`src/rtl/linebuf_ctrl_if.sv`:
```
// Sprite pixel handshake between the motion-object generator (master) and the line buffer.
// Valid/ready: a pixel transfers on any clock where pix_valid and pix_ready are both high;
// the master holds pix_x/pix_data stable while pix_valid is high and not yet accepted.
interface linebuf_ctrl_if #(
    parameter int ADDR_W = 8,
    parameter int PIX_W  = 4
);
    logic              pix_valid;
    logic              pix_ready;
    logic [ADDR_W-1:0] pix_x;
    logic [PIX_W-1:0]  pix_data;

    modport master (output pix_valid, output pix_x, output pix_data, input pix_ready);
    modport slave  (input pix_valid, input pix_x, input pix_data, output pix_ready);
endinterface

```
`src/rtl/linebuf_ctrl.sv`:
```
// Ping-pong sprite line buffer controller: one bank collects sprite pixels while the other
// is scanned out to video and cleared behind the beam.
module linebuf_ctrl #(
    parameter int ADDR_W = 8,
    parameter int PIX_W  = 4,
    parameter int TRANSP = 0
) (
    input  logic              clk,
    input  logic              reset,
    input  logic              line_start,
    input  logic              pix_ce,
    input  logic [ADDR_W-1:0] hcount,
    linebuf_ctrl_if.slave     pix,
    output logic [PIX_W-1:0]  out_pixel,
    output logic              out_valid,
    output logic [ADDR_W-1:0] ram_a_addr,
    output logic [PIX_W-1:0]  ram_a_din,
    input  logic [PIX_W-1:0]  ram_a_dout,
    output logic              ram_a_cs1_n,
    output logic              ram_a_w_n,
    output logic [ADDR_W-1:0] ram_b_addr,
    output logic [PIX_W-1:0]  ram_b_din,
    input  logic [PIX_W-1:0]  ram_b_dout,
    output logic              ram_b_cs1_n,
    output logic              ram_b_w_n,
    output logic              dbg_state
);
    typedef enum logic {ST_CLEAR = 1'b0, ST_RUN = 1'b1} state_t;

    localparam logic [PIX_W-1:0] TRANSP_V = PIX_W'(TRANSP);

    state_t            state;
    logic [ADDR_W-1:0] clr_cnt;
    logic              sel;       // write bank; read bank is ~sel
    logic              rd_bank;   // bank latched by the last pix_ce
    logic              clr_pend;  // read address is on the bus; capture and clear next edge
    logic              cs1_n_q;
    logic [ADDR_W-1:0] addr_q [2];
    logic [PIX_W-1:0]  din_q  [2];
    logic              w_n_q  [2];
    logic              accept;

    assign pix.pix_ready = (state == ST_RUN) && !line_start;
    assign accept        = pix.pix_valid && pix.pix_ready;
    assign dbg_state     = state;

    assign ram_a_addr  = addr_q[0];
    assign ram_a_din   = din_q[0];
    assign ram_a_w_n   = w_n_q[0];
    assign ram_a_cs1_n = cs1_n_q;
    assign ram_b_addr  = addr_q[1];
    assign ram_b_din   = din_q[1];
    assign ram_b_w_n   = w_n_q[1];
    assign ram_b_cs1_n = cs1_n_q;

    always_ff @(posedge clk) begin
        if (reset) begin
            state     <= ST_CLEAR;
            clr_cnt   <= '0;
            sel       <= 1'b0;
            rd_bank   <= 1'b0;
            clr_pend  <= 1'b0;
            cs1_n_q   <= 1'b0;
            out_pixel <= '0;
            out_valid <= 1'b0;
            for (int b = 0; b < 2; b++) begin
                addr_q[b] <= '0;
                din_q[b]  <= '0;
                w_n_q[b]  <= 1'b1;
            end
        end else begin
            out_valid <= 1'b0;
            clr_pend  <= 1'b0;
            cs1_n_q   <= 1'b0;
            case (state)
                ST_CLEAR: begin
                    for (int b = 0; b < 2; b++) begin
                        addr_q[b] <= clr_cnt;
                        din_q[b]  <= '0;
                        w_n_q[b]  <= 1'b0;
                    end
                    clr_cnt <= clr_cnt + ADDR_W'(1);
                    if (clr_cnt == '1) state <= ST_RUN;
                end
                ST_RUN: begin
                    if (line_start) sel <= ~sel;
                    if (pix_ce) begin
                        rd_bank  <= ~sel;
                        clr_pend <= 1'b1;
                    end
                    if (clr_pend) begin
                        out_pixel <= rd_bank ? ram_b_dout : ram_a_dout;
                        out_valid <= 1'b1;
                    end
                    // A pending clear owns its bank even if a swap just made it the write bank.
                    for (int b = 0; b < 2; b++) begin
                        if (clr_pend && (rd_bank == 1'(b))) begin
                            din_q[b] <= '0;
                            w_n_q[b] <= 1'b0;
                        end else if (pix_ce && (~sel == 1'(b))) begin
                            addr_q[b] <= hcount;
                            din_q[b]  <= '0;
                            w_n_q[b]  <= 1'b1;
                        end else if (accept && (sel == 1'(b))) begin
                            addr_q[b] <= pix.pix_x;
                            din_q[b]  <= pix.pix_data;
                            w_n_q[b]  <= (pix.pix_data == TRANSP_V);
                        end else begin
                            w_n_q[b] <= 1'b1;
                        end
                    end
                end
                default: state <= ST_CLEAR;
            endcase
        end
    end
endmodule

```
`src/flat_wrapper.sv`:
```
// flat-port wrapper written by rule: the top's interface ports become plain ports
module linebuf_ctrl_flat 
#(
    parameter int ADDR_W = 8,
    parameter int PIX_W  = 4,
    parameter int TRANSP = 0
)
  (clk, reset, line_start, pix_ce, hcount, out_pixel, out_valid, ram_a_addr, ram_a_din, ram_a_dout, ram_a_cs1_n, ram_a_w_n, ram_b_addr, ram_b_din, ram_b_dout, ram_b_cs1_n, ram_b_w_n, dbg_state, pix_pix_valid, pix_pix_x, pix_pix_data, pix_pix_ready);
  linebuf_ctrl_if #(.ADDR_W(ADDR_W), .PIX_W(PIX_W)) pix_i ();
  input  logic clk;
  input  logic reset;
  input  logic line_start;
  input  logic pix_ce;
  input  logic [ADDR_W-1:0] hcount;
  output logic [PIX_W-1:0] out_pixel;
  output logic out_valid;
  output logic [ADDR_W-1:0] ram_a_addr;
  output logic [PIX_W-1:0] ram_a_din;
  input  logic [PIX_W-1:0] ram_a_dout;
  output logic ram_a_cs1_n;
  output logic ram_a_w_n;
  output logic [ADDR_W-1:0] ram_b_addr;
  output logic [PIX_W-1:0] ram_b_din;
  input  logic [PIX_W-1:0] ram_b_dout;
  output logic ram_b_cs1_n;
  output logic ram_b_w_n;
  output logic dbg_state;
  input wire logic [$bits(pix_i.pix_valid)-1:0] pix_pix_valid;
  input wire logic [$bits(pix_i.pix_x)-1:0] pix_pix_x;
  input wire logic [$bits(pix_i.pix_data)-1:0] pix_pix_data;
  output wire logic [$bits(pix_i.pix_ready)-1:0] pix_pix_ready;
  assign pix_i.pix_valid = pix_pix_valid;
  assign pix_i.pix_x = pix_pix_x;
  assign pix_i.pix_data = pix_pix_data;
  assign pix_pix_ready = pix_i.pix_ready;
  linebuf_ctrl #(.ADDR_W(ADDR_W), .PIX_W(PIX_W), .TRANSP(TRANSP)) u_core (.clk(clk), .reset(reset), .line_start(line_start), .pix_ce(pix_ce), .hcount(hcount), .pix(pix_i), .out_pixel(out_pixel), .out_valid(out_valid), .ram_a_addr(ram_a_addr), .ram_a_din(ram_a_din), .ram_a_dout(ram_a_dout), .ram_a_cs1_n(ram_a_cs1_n), .ram_a_w_n(ram_a_w_n), .ram_b_addr(ram_b_addr), .ram_b_din(ram_b_din), .ram_b_dout(ram_b_dout), .ram_b_cs1_n(ram_b_cs1_n), .ram_b_w_n(ram_b_w_n), .dbg_state(dbg_state));
endmodule
```
`config.mk`:
```
export PLATFORM = sky130hd
export DESIGN_NAME = linebuf_ctrl_flat
export DESIGN_NICKNAME = d
export VERILOG_FILES = /design/src/rtl/linebuf_ctrl_if.sv /design/src/rtl/linebuf_ctrl.sv /design/src/flat_wrapper.sv
export SDC_FILE = /design/constraint.sdc
export NUM_CORES = 1
export LEC_CHECK = 0
export ABC_AREA = 1
export BUFFER_PORTS_ARGS = -buffer_cell sky130_fd_sc_hd__buf_2
export CORE_ASPECT_RATIO = 0.8
export CORE_MARGIN = 2
export CORE_UTILIZATION = 40
export CTS_CLUSTER_SIZE = 25
export DETAILED_ROUTE_END_ITERATION = 10
export GPL_ROUTABILITY_DRIVEN = 0
export GPL_TIMING_DRIVEN = 0
export PLACE_DENSITY = 0.67
export SLEW_MARGIN = 20
export SYNTH_ARGS = -nofsm -noshare
export SYNTH_HDL_FRONTEND = slang
export SYNTH_SLANG_ARGS = --single-unit
```
`constraint.sdc`:
```
create_clock -name clk -period 1.7 [get_ports clk]
set_input_delay 0 -clock clk [delete_from_list [all_inputs] [get_ports clk]]
set_output_delay 0 -clock clk [all_outputs]
set_load 0.02 [all_outputs]
```
==> results of run 1 <==
==> through the flow <==
| stage | setup slack (ns) | total power, µW | cells | cell area (µm²) | hold WS [ns] |
|---|---|---|---|---|---|
| global placement | -0.03903 | 1288 | 388 | 2611 | 0.2591 |
| global route | -0.009989 | 1984 | 401 | 2786 | 0.02997 |
| CTS | -0.06362 | 1929 | 398 | 2721 | 0.003505 |
| finish | 0.07051 | 1914 | 401 | 2786 | 0.01151 |
| floorplan | 0.03633 | 1219 | 259 | 2210 | 0.03619 |
| detailed placement | -0.08156 | 1290 | 388 | 2611 | 0.2646 |
==> layout by cell type, fill, tap and decap left out <==
master / synthesis / layout
sky130_fd_sc_hd__a21oi_1: 13 / 13
sky130_fd_sc_hd__a21oi_2: 2 / 2
sky130_fd_sc_hd__buf_2: 5 / 69
sky130_fd_sc_hd__buf_4: 3 / 5
sky130_fd_sc_hd__buf_6: 3 / 4
sky130_fd_sc_hd__clkbuf_1: 1 / 2
sky130_fd_sc_hd__clkbuf_8: 0 / 5
sky130_fd_sc_hd__clkinv_1: 1 / 1
sky130_fd_sc_hd__clkinvlp_2: 0 / 1
sky130_fd_sc_hd__clkinvlp_4: 0 / 1
sky130_fd_sc_hd__conb_1: 2 / 4
sky130_fd_sc_hd__dfxtp_1: 17 / 17
sky130_fd_sc_hd__dlygate4sd3_1: 0 / 2
sky130_fd_sc_hd__edfxtp_1: 26 / 26
sky130_fd_sc_hd__ha_1: 1 / 1
sky130_fd_sc_hd__inv_1: 23 / 23
sky130_fd_sc_hd__inv_2: 2 / 2
sky130_fd_sc_hd__inv_4: 1 / 1
sky130_fd_sc_hd__nand2_1: 56 / 56
sky130_fd_sc_hd__nand2_2: 4 / 4
sky130_fd_sc_hd__nand2_4: 2 / 2
sky130_fd_sc_hd__nand3_1: 20 / 17
sky130_fd_sc_hd__nand3_2: 3 / 4
sky130_fd_sc_hd__nand3_4: 0 / 2
sky130_fd_sc_hd__nand4_1: 2 / 2
sky130_fd_sc_hd__nand4_4: 0 / 1
sky130_fd_sc_hd__nor2_1: 36 / 36
sky130_fd_sc_hd__nor2_2: 6 / 3
sky130_fd_sc_hd__nor2_4: 3 / 6
sky130_fd_sc_hd__nor2_8: 1 / 1
sky130_fd_sc_hd__nor3_1: 3 / 3
sky130_fd_sc_hd__nor3_4: 1 / 1
sky130_fd_sc_hd__nor4_1: 1 / 1
sky130_fd_sc_hd__o211ai_1: 4 / 4
sky130_fd_sc_hd__o21ai_0: 7 / 7
sky130_fd_sc_hd__o21ai_1: 6 / 6
sky130_fd_sc_hd__o31ai_1: 1 / 1
==> report_power, final <==
group	internal, µW	switching, µW
clock	286	356
sequential	1110	7.92
combinational	62.3	89.5
total	1460	454
==> per-layer routing <==
layer / routed length, µm / GRT usage
met1: 2517 / 0.2566
met2: 2097 / 0.2333
met3: 356 / 0.04019
met4: 57 / 0.05208
met5: 0 / 0
==> timing repair <==
item                                    in CTS  in global routing
setup buffers                                0                  3
endpoints found under the hold margin        5                  0
resized for setup                            1                  7
endpoints found under the setup margin      20                 20
hold buffers                                 2                  0
pin swaps                                    0                  2
==> cell families after synthesis <==
group                    synth area share
AO/OA/AOI/OAI                     0.08448
AND/OR/NAND/NOR                    0.3088
adder cells (fa/ha/maj)          0.005707
buffers and inverters             0.08618
other                            0.003426
flip-flops                         0.5114
==> layout make-up <==
| class | count | area (µm²) | share of cell area |
|---|---|---|---|
| buffer | 12 | 88.84 | 0.03188 |
| clock buffer | 6 | 72.57 | 0.02604 |
| clock inverter | 2 | 12.51 | 0.004490 |
| inverter | 27 | 103.9 | 0.03727 |
| multi-input combinational | 177 | 943.4 | 0.3386 |
| sequential | 43 | 1121 | 0.4023 |
| tap | 65 | 81.33 | 0.02919 |
| timing repair buffer | 69 | 362.8 | 0.1302 |
==> flip-flops by register name, summed over array words and instances (netlist names) <==
signal / count
u_core.addr_q: 16
u_core.clr_cnt: 8
u_core.din_q: 8
u_core.out_pixel: 4
u_core.w_n_q: 2
u_core.clr_pend: 1
u_core.dbg_state: 1
u_core.out_valid: 1
u_core.rd_bank: 1
u_core.sel: 1
==> how the worst min path moves through the flow <==
stage                     startpoint                         end  slack (ns)
after floorplan           line_start               pix_pix_ready        0.04
after global placement         reset     u_core.sel$_SDFFE_PP0P_        0.26
after detailed placement       reset  u_core.clr_pend$_SDFF_PP0_        0.26
after CTS                 line_start     u_core.sel$_SDFFE_PP0P_       0.004
after global routing      line_start     u_core.sel$_SDFFE_PP0P_        0.03
final                     line_start     u_core.sel$_SDFFE_PP0P_        0.01
==> tightest hold or removal path: stages <==
cell and delay (ns):
sky130_fd_sc_hd__buf_2 0.13, sky130_fd_sc_hd__nand3_1 0.08, sky130_fd_sc_hd__a21oi_1 0.06
==> results by group, run 1 <==
Status
  • Result of the run: finished clean

Synthesis
  • Sequential area share after synthesis: 0.5114
  • Syn Area/Cell: 8.530 µm²
  • Count of mapped cells out of synthesis: 257
  • Async SR Flop Fraction: 0
  • Flop and latch count out of synthesis: between 40 and 50
  • Most used standard cell by instance count after synthesis: sky130_fd_sc_hd__nand2_1
  • Post-Syn Area: 2192 µm²
  • Top FF cell, synth: sky130_fd_sc_hd__edfxtp_1
  • Synth unique cells: 32
  • Top cells by area in the synthesized netlist: sky130_fd_sc_hd__edfxtp_1, sky130_fd_sc_hd__dfxtp_1, sky130_fd_sc_hd__nand2_1, sky130_fd_sc_hd__nor2_1, sky130_fd_sc_hd__nand3_1
  • Yosys Warn Count: 0
  • Portion of synthesized cell area occupied by the leading cell type: 0.3562
  • Commonest cells in the netlist: sky130_fd_sc_hd__nand2_1, sky130_fd_sc_hd__nor2_1, sky130_fd_sc_hd__edfxtp_1
  • Post-synth EDFFs: 26
  • Largest area contributor in the netlist: sky130_fd_sc_hd__edfxtp_1

STA
  • Final worst clock skew: 0.01369 ns
  • Min cycle time layout: 1.629 ns
  • Max Clk Rate: between 600 and 700 MHz
  • Setup total negative slack: 0 ns
  • Unrepaired setup endpoints after global routing: true
  • Final hold violation count: 0
  • Max-slew violation count: 0
  • Setup Viol. Count Final: 0
  • Fin crit share: 0.9585

Worst setup path
  • Crit path top cell by count: sky130_fd_sc_hd__buf_2
  • CP endpoint kind: register
  • Reg-to-Reg End: u_core.addr_q[0][6]$_DFFE_PP_
  • Category of the critical setup timing path: register to register
  • Delay contributed by the slowest stage of the critical path: 0.30 ns
  • Critical path cell sequence: buf_2 -> nor2_4 -> nor2_8 -> nand2_4 -> buf_2 -> nand3_2
  • Data arrival time of the critical path: 1.60 ns
  • CP Buf/Inv Count: 2
  • Depth of the worst register-to-register path: 6
  • Cell at the slowest stage of the critical path: sky130_fd_sc_hd__dfxtp_1
  • Required time reported for the critical path endpoint: 1.68 ns
  • Startpoint of the most critical setup path: u_core.rd_bank$_SDFFE_PP0P_
  • Peak fanout along the critical path: 10
  • Register-to-register setup slack: ~0.071 ns
  • Kind of cell adding the most delay to the critical path: simple AND/OR/NAND/NOR gates
  • Worst reg2reg path startpoint: u_core.rd_bank$_SDFFE_PP0P_
  • Crit. path cell count: 6
  • End point of the critical path: u_core.addr_q[0][6]$_DFFE_PP_
  • Type of origin of the critical path: register

Cells and area
  • Finished Core Util: 0.5184
  • Number of nets in the layout: 369
  • Area growth from synthesis to layout: 27.11%
  • Total inserted antenna cells: 0
  • Share of final-layout standard cells stronger than drive strength 1: 0.3393
  • Fill count: 510

Clock network
  • CTS tree: built
  • Library cell used as clock root buffer: sky130_fd_sc_hd__clkbuf_8
  • Clock Tree Buf Depth: 2
  • Worst skew pair latency: around 0.30 ns
  • CTS H-Tree Depth: 2
  • Number of buffers created by CTS: 5
  • TritonCTS sink count: 43
  • Clock transition at the registers of the reported paths: 0.08 ns

Pwr
  • Leak Pwr: around 0.0014 µW
  • Power per unit of standard cell area: 686.8 nW/µm²
  • Maximum resistive drop on vdd: 324.6 µV

Hold path
  • Worst min-delay path category: input pin to register
  • Instance count along the most critical hold path: 3

Global routing
  • Global-route wire length before repair: around 8000 µm
  • Grt ovf: 0
  • Global-route usage over all layers: 0.1682
  • Initial antenna violation count: 0
  • Maximum number of pins on one net before global-route repair: 14
  • Number of global-route vias before repair: 1,674

Placement
  • Number of port buffers: 64
  • Total half-perimeter wirelength after legalization and detailed placement: 3805 µm

Floorplan
  • Initial core utilization: 0.4078
  • Top-level I/O count: 68
  • Floorplan core area: 5375 µm²
  • Die width: between 80 and 90 µm
  • Vertical die dimension: 70.22 µm
  • Number of cell rows: 24
  • Area of the die: ~6100 µm²

Routing
  • Post-detailed-route DRC marker count: 0
  • Vias per std cell: 4.818
  • Final routed wire length divided by cell count: 12.54 µm
  • Vias: just under 2,000
  • Total routed wirelength: ~5000 µm
  • Drt first-iter violations: 113
  • Router iterations before antenna repair: 4
  • Antenna-violating nets left: 0

Flow run
  • Maximum Capacitance Violations: 0
(Power assumes the default switching activity.)
==> inputs of run 2 (changes only) <==
Settings changed: RECOVER_POWER set to 25.
==> run 2 against run 1 <==
  * First-iteration DRC count up 1.8%
  * Via count is 0.10% lower
  * Critical path type unchanged
  * Routed wire length is 0.36% higher
  * Design area is 0.94% lower
  * Fmax grew 0.13%
  * Cell count unchanged
  * Global-route usage did not move
  * Sequential power about the same
  * Critical endpoint unchanged
  * Critical path depth did not move
==> results by group, run 2 (synthesis results as in run 1) <==
Clock network
  • TritonCTS sink count: 43 (unchanged)
  • Worst skew pair latency: 0.30 ns (about the same)
  • CTS H-Tree Depth: 2 (unchanged)
  • Clock transition at the registers of the reported paths: 0.08 ns (about the same)
  • Clock Tree Buf Depth: 2 (unchanged)
  • Number of buffers created by CTS: 5 (unchanged)
  • Library cell used as clock root buffer: sky130_fd_sc_hd__clkbuf_8
  • CTS tree: built

Floorplan
  • Floorplan core area: 5375 µm² (unchanged)
  • Vertical die dimension: 70.22 µm (unchanged)
  • Initial core utilization: 0.4078 (unchanged)
  • Top-level I/O count: 68 (unchanged)
  • Number of cell rows: 24 (unchanged)
  • Die width: 86.77 µm (unchanged)
  • Area of the die: 6092 µm² (unchanged)

STA
  • Fin crit share: 0.9572 (-0.001287)
  • Max Clk Rate: 614.5 MHz (+0.13%)
  • Max-slew violation count: 0 (unchanged)
  • Min cycle time layout: 1.627 ns (-0.002188 ns)
  • Final hold violation count: 0 (unchanged)
  • Unrepaired setup endpoints after global routing: true
  • Setup Viol. Count Final: 0 (unchanged)
  • Final worst clock skew: 0.01342 ns (-0.0002628 ns)

Cells and area
  • Number of nets in the layout: 369 (unchanged)
  • Total inserted antenna cells: 0 (unchanged)
  • Registers with the most flip-flops: u_core.addr_q: 16 flops, u_core.clr_cnt: 8 flops, u_core.din_q: 8 flops
  • Top register by number of flip-flops: u_core.addr_q
  • Fill count: 525 (+2.9%)
  • Share of final-layout standard cells stronger than drive strength 1: 0.2768 (-0.06250)
  • Filler-free cell count of the finished design: 401 (unchanged)
  • Leading cell type in the layout, fill and taps excluded: sky130_fd_sc_hd__nand2_1
  • Most used cells in the layout excluding fill and tap cells: sky130_fd_sc_hd__nand2_1, sky130_fd_sc_hd__buf_2, sky130_fd_sc_hd__nor2_1
  • Area growth from synthesis to layout: 25.91%
  • Max FFs per register: 16 (unchanged)

Worst setup path
  • Type of origin of the critical path: register
  • Category of the critical setup timing path: register to register
  • CP endpoint kind: register
  • Required time reported for the critical path endpoint: 1.67 ns (about the same)
  • Peak fanout along the critical path: 10 (unchanged)
  • Data arrival time of the critical path: 1.60 ns (about the same)

Global routing
  • Global-route usage over all layers: 0.1682 (unchanged)
  • Initial antenna violation count: 0 (unchanged)
  • Global-route wire length before repair: 7955 µm (unchanged)
  • Maximum number of pins on one net before global-route repair: 14 (unchanged)
  • Number of global-route vias before repair: 1,674 (unchanged)
  • Grt ovf: 0 (unchanged)

Flow run
  • Maximum Capacitance Violations: 0 (unchanged)

Pwr
  • Leak Pwr: 0.001276 µW (-6.5%)
  • Power per unit of standard cell area: 691.2 nW/µm² (+0.64%)
  • Maximum resistive drop on vdd: 325.1 µV (+0.16%)
  • Overall power consumption: 1908 µW (-0.31%)

Status
  • Result of the run: finished clean

Placement
  • Number of port buffers: 64 (unchanged)
  • Total half-perimeter wirelength after legalization and detailed placement: 3805 µm (unchanged)
  • Total placed cells including tap cells: 388 (unchanged)

Routing
  • Antenna-violating nets left: 0 (unchanged)
  • Final routed wire length divided by cell count: 12.58 µm (+0.36%)
  • Drt first-iter violations: 115 (+1.8%)
  • Vias: 1,930 (-0.10%)
  • Total routed wirelength: 5046 µm (+0.36%)
  • Router iterations before antenna repair: 4 (unchanged)
  • Post-detailed-route DRC marker count: 0 (unchanged)
  • Vias per std cell: 4.813 (-0.10%)

Hold path
  • Worst min-delay path category: input pin to register
==> run 2: cell count changes in the layout (fill, tap and decap cells not counted), sizes merged <==
cell / delta
clkbuf: +21
buf: -21
==> run 2: per-layer routing <==
layer,vias to the layer above,global-route usage,part of all wire
li1,994,-,-
met1,862,0.2566,0.50
met2,69,0.2333,0.42
met3,5,0.04019,0.068
met4,0,0.05208,0.0091
met5,-,0,0
==> run 2: repair_timing <==
action	4_1_cts	5_1_grt
hold buffers	2	0
resized for setup	1	7
setup buffers	0	3
pin swaps	0	2
endpoints found under the setup margin	20	20
endpoints found under the hold margin	5	0
==> run 2: path summary, 6_finish.rpt <==
kind                                    start                          endpoint  slack (ns)  cells after the start
max reg2reg       u_core.rd_bank$_SDFFE_PP0P_     u_core.addr_q[0][6]$_DFFE_PP_        0.07                      6
min                                line_start           u_core.sel$_SDFFE_PP0P_        0.01                      3
max               u_core.rd_bank$_SDFFE_PP0P_     u_core.addr_q[0][6]$_DFFE_PP_        0.07                      6
min reg2reg  u_core.out_pixel[0]$_SDFFE_PP0P_  u_core.out_pixel[0]$_SDFFE_PP0P_        0.51                      2
==> run 2: critical path, cell delays in order, from the launching register on <==
cell,delay (ns)
sky130_fd_sc_hd__dfxtp_1,0.30
sky130_fd_sc_hd__buf_2,0.17
sky130_fd_sc_hd__nor2_4,0.17
sky130_fd_sc_hd__nor2_8,0.05
sky130_fd_sc_hd__nand2_4,0.10
sky130_fd_sc_hd__buf_2,0.24
sky130_fd_sc_hd__nand3_2,0.27
==> run 2: report_power, final <==
| group | internal [µW] | switching (µW) |
|---|---|---|
| Combinational | 59.9 | 89.9 |
| Sequential | 1110 | 8.19 |
| Clock | 286 | 352 |
| Total | 1460 | 450 |
==> run 2: cell type report <==
cell class                      count  area (µm²)  area share
Sequential cell                    43        1121      0.4062
Multi-Input combinational cell    177       943.4      0.3418
Timing Repair Buffer               69       336.6      0.1219
Inverter                           27       103.9     0.03762
Buffer                             12       88.84     0.03218
Tap cell                           65       81.33     0.02947
Clock buffer                        6       72.57     0.02629
Clock inverter                      2       12.51    0.004533
==> run 2: per-stage QoR <==
stage	utilization	setup WS (ns)	hold slack (ns)	setup TNS [ns]	instance area, µm²
4_1_cts	0.5063	-0.06362	0.003505	-0.5800	2721
3_5_place_dp	0.4858	-0.08156	0.2646	-1.172	2611
6_report	0.5135	0.07269	0.01323	0	2760
3_3_place_gp	0.4858	-0.03903	0.2591	-0.3092	2611
5_1_grt	0.5135	-0.009989	0.02997	-0.009989	2760
2_1_floorplan	-	0.03633	0.03619	0	2210
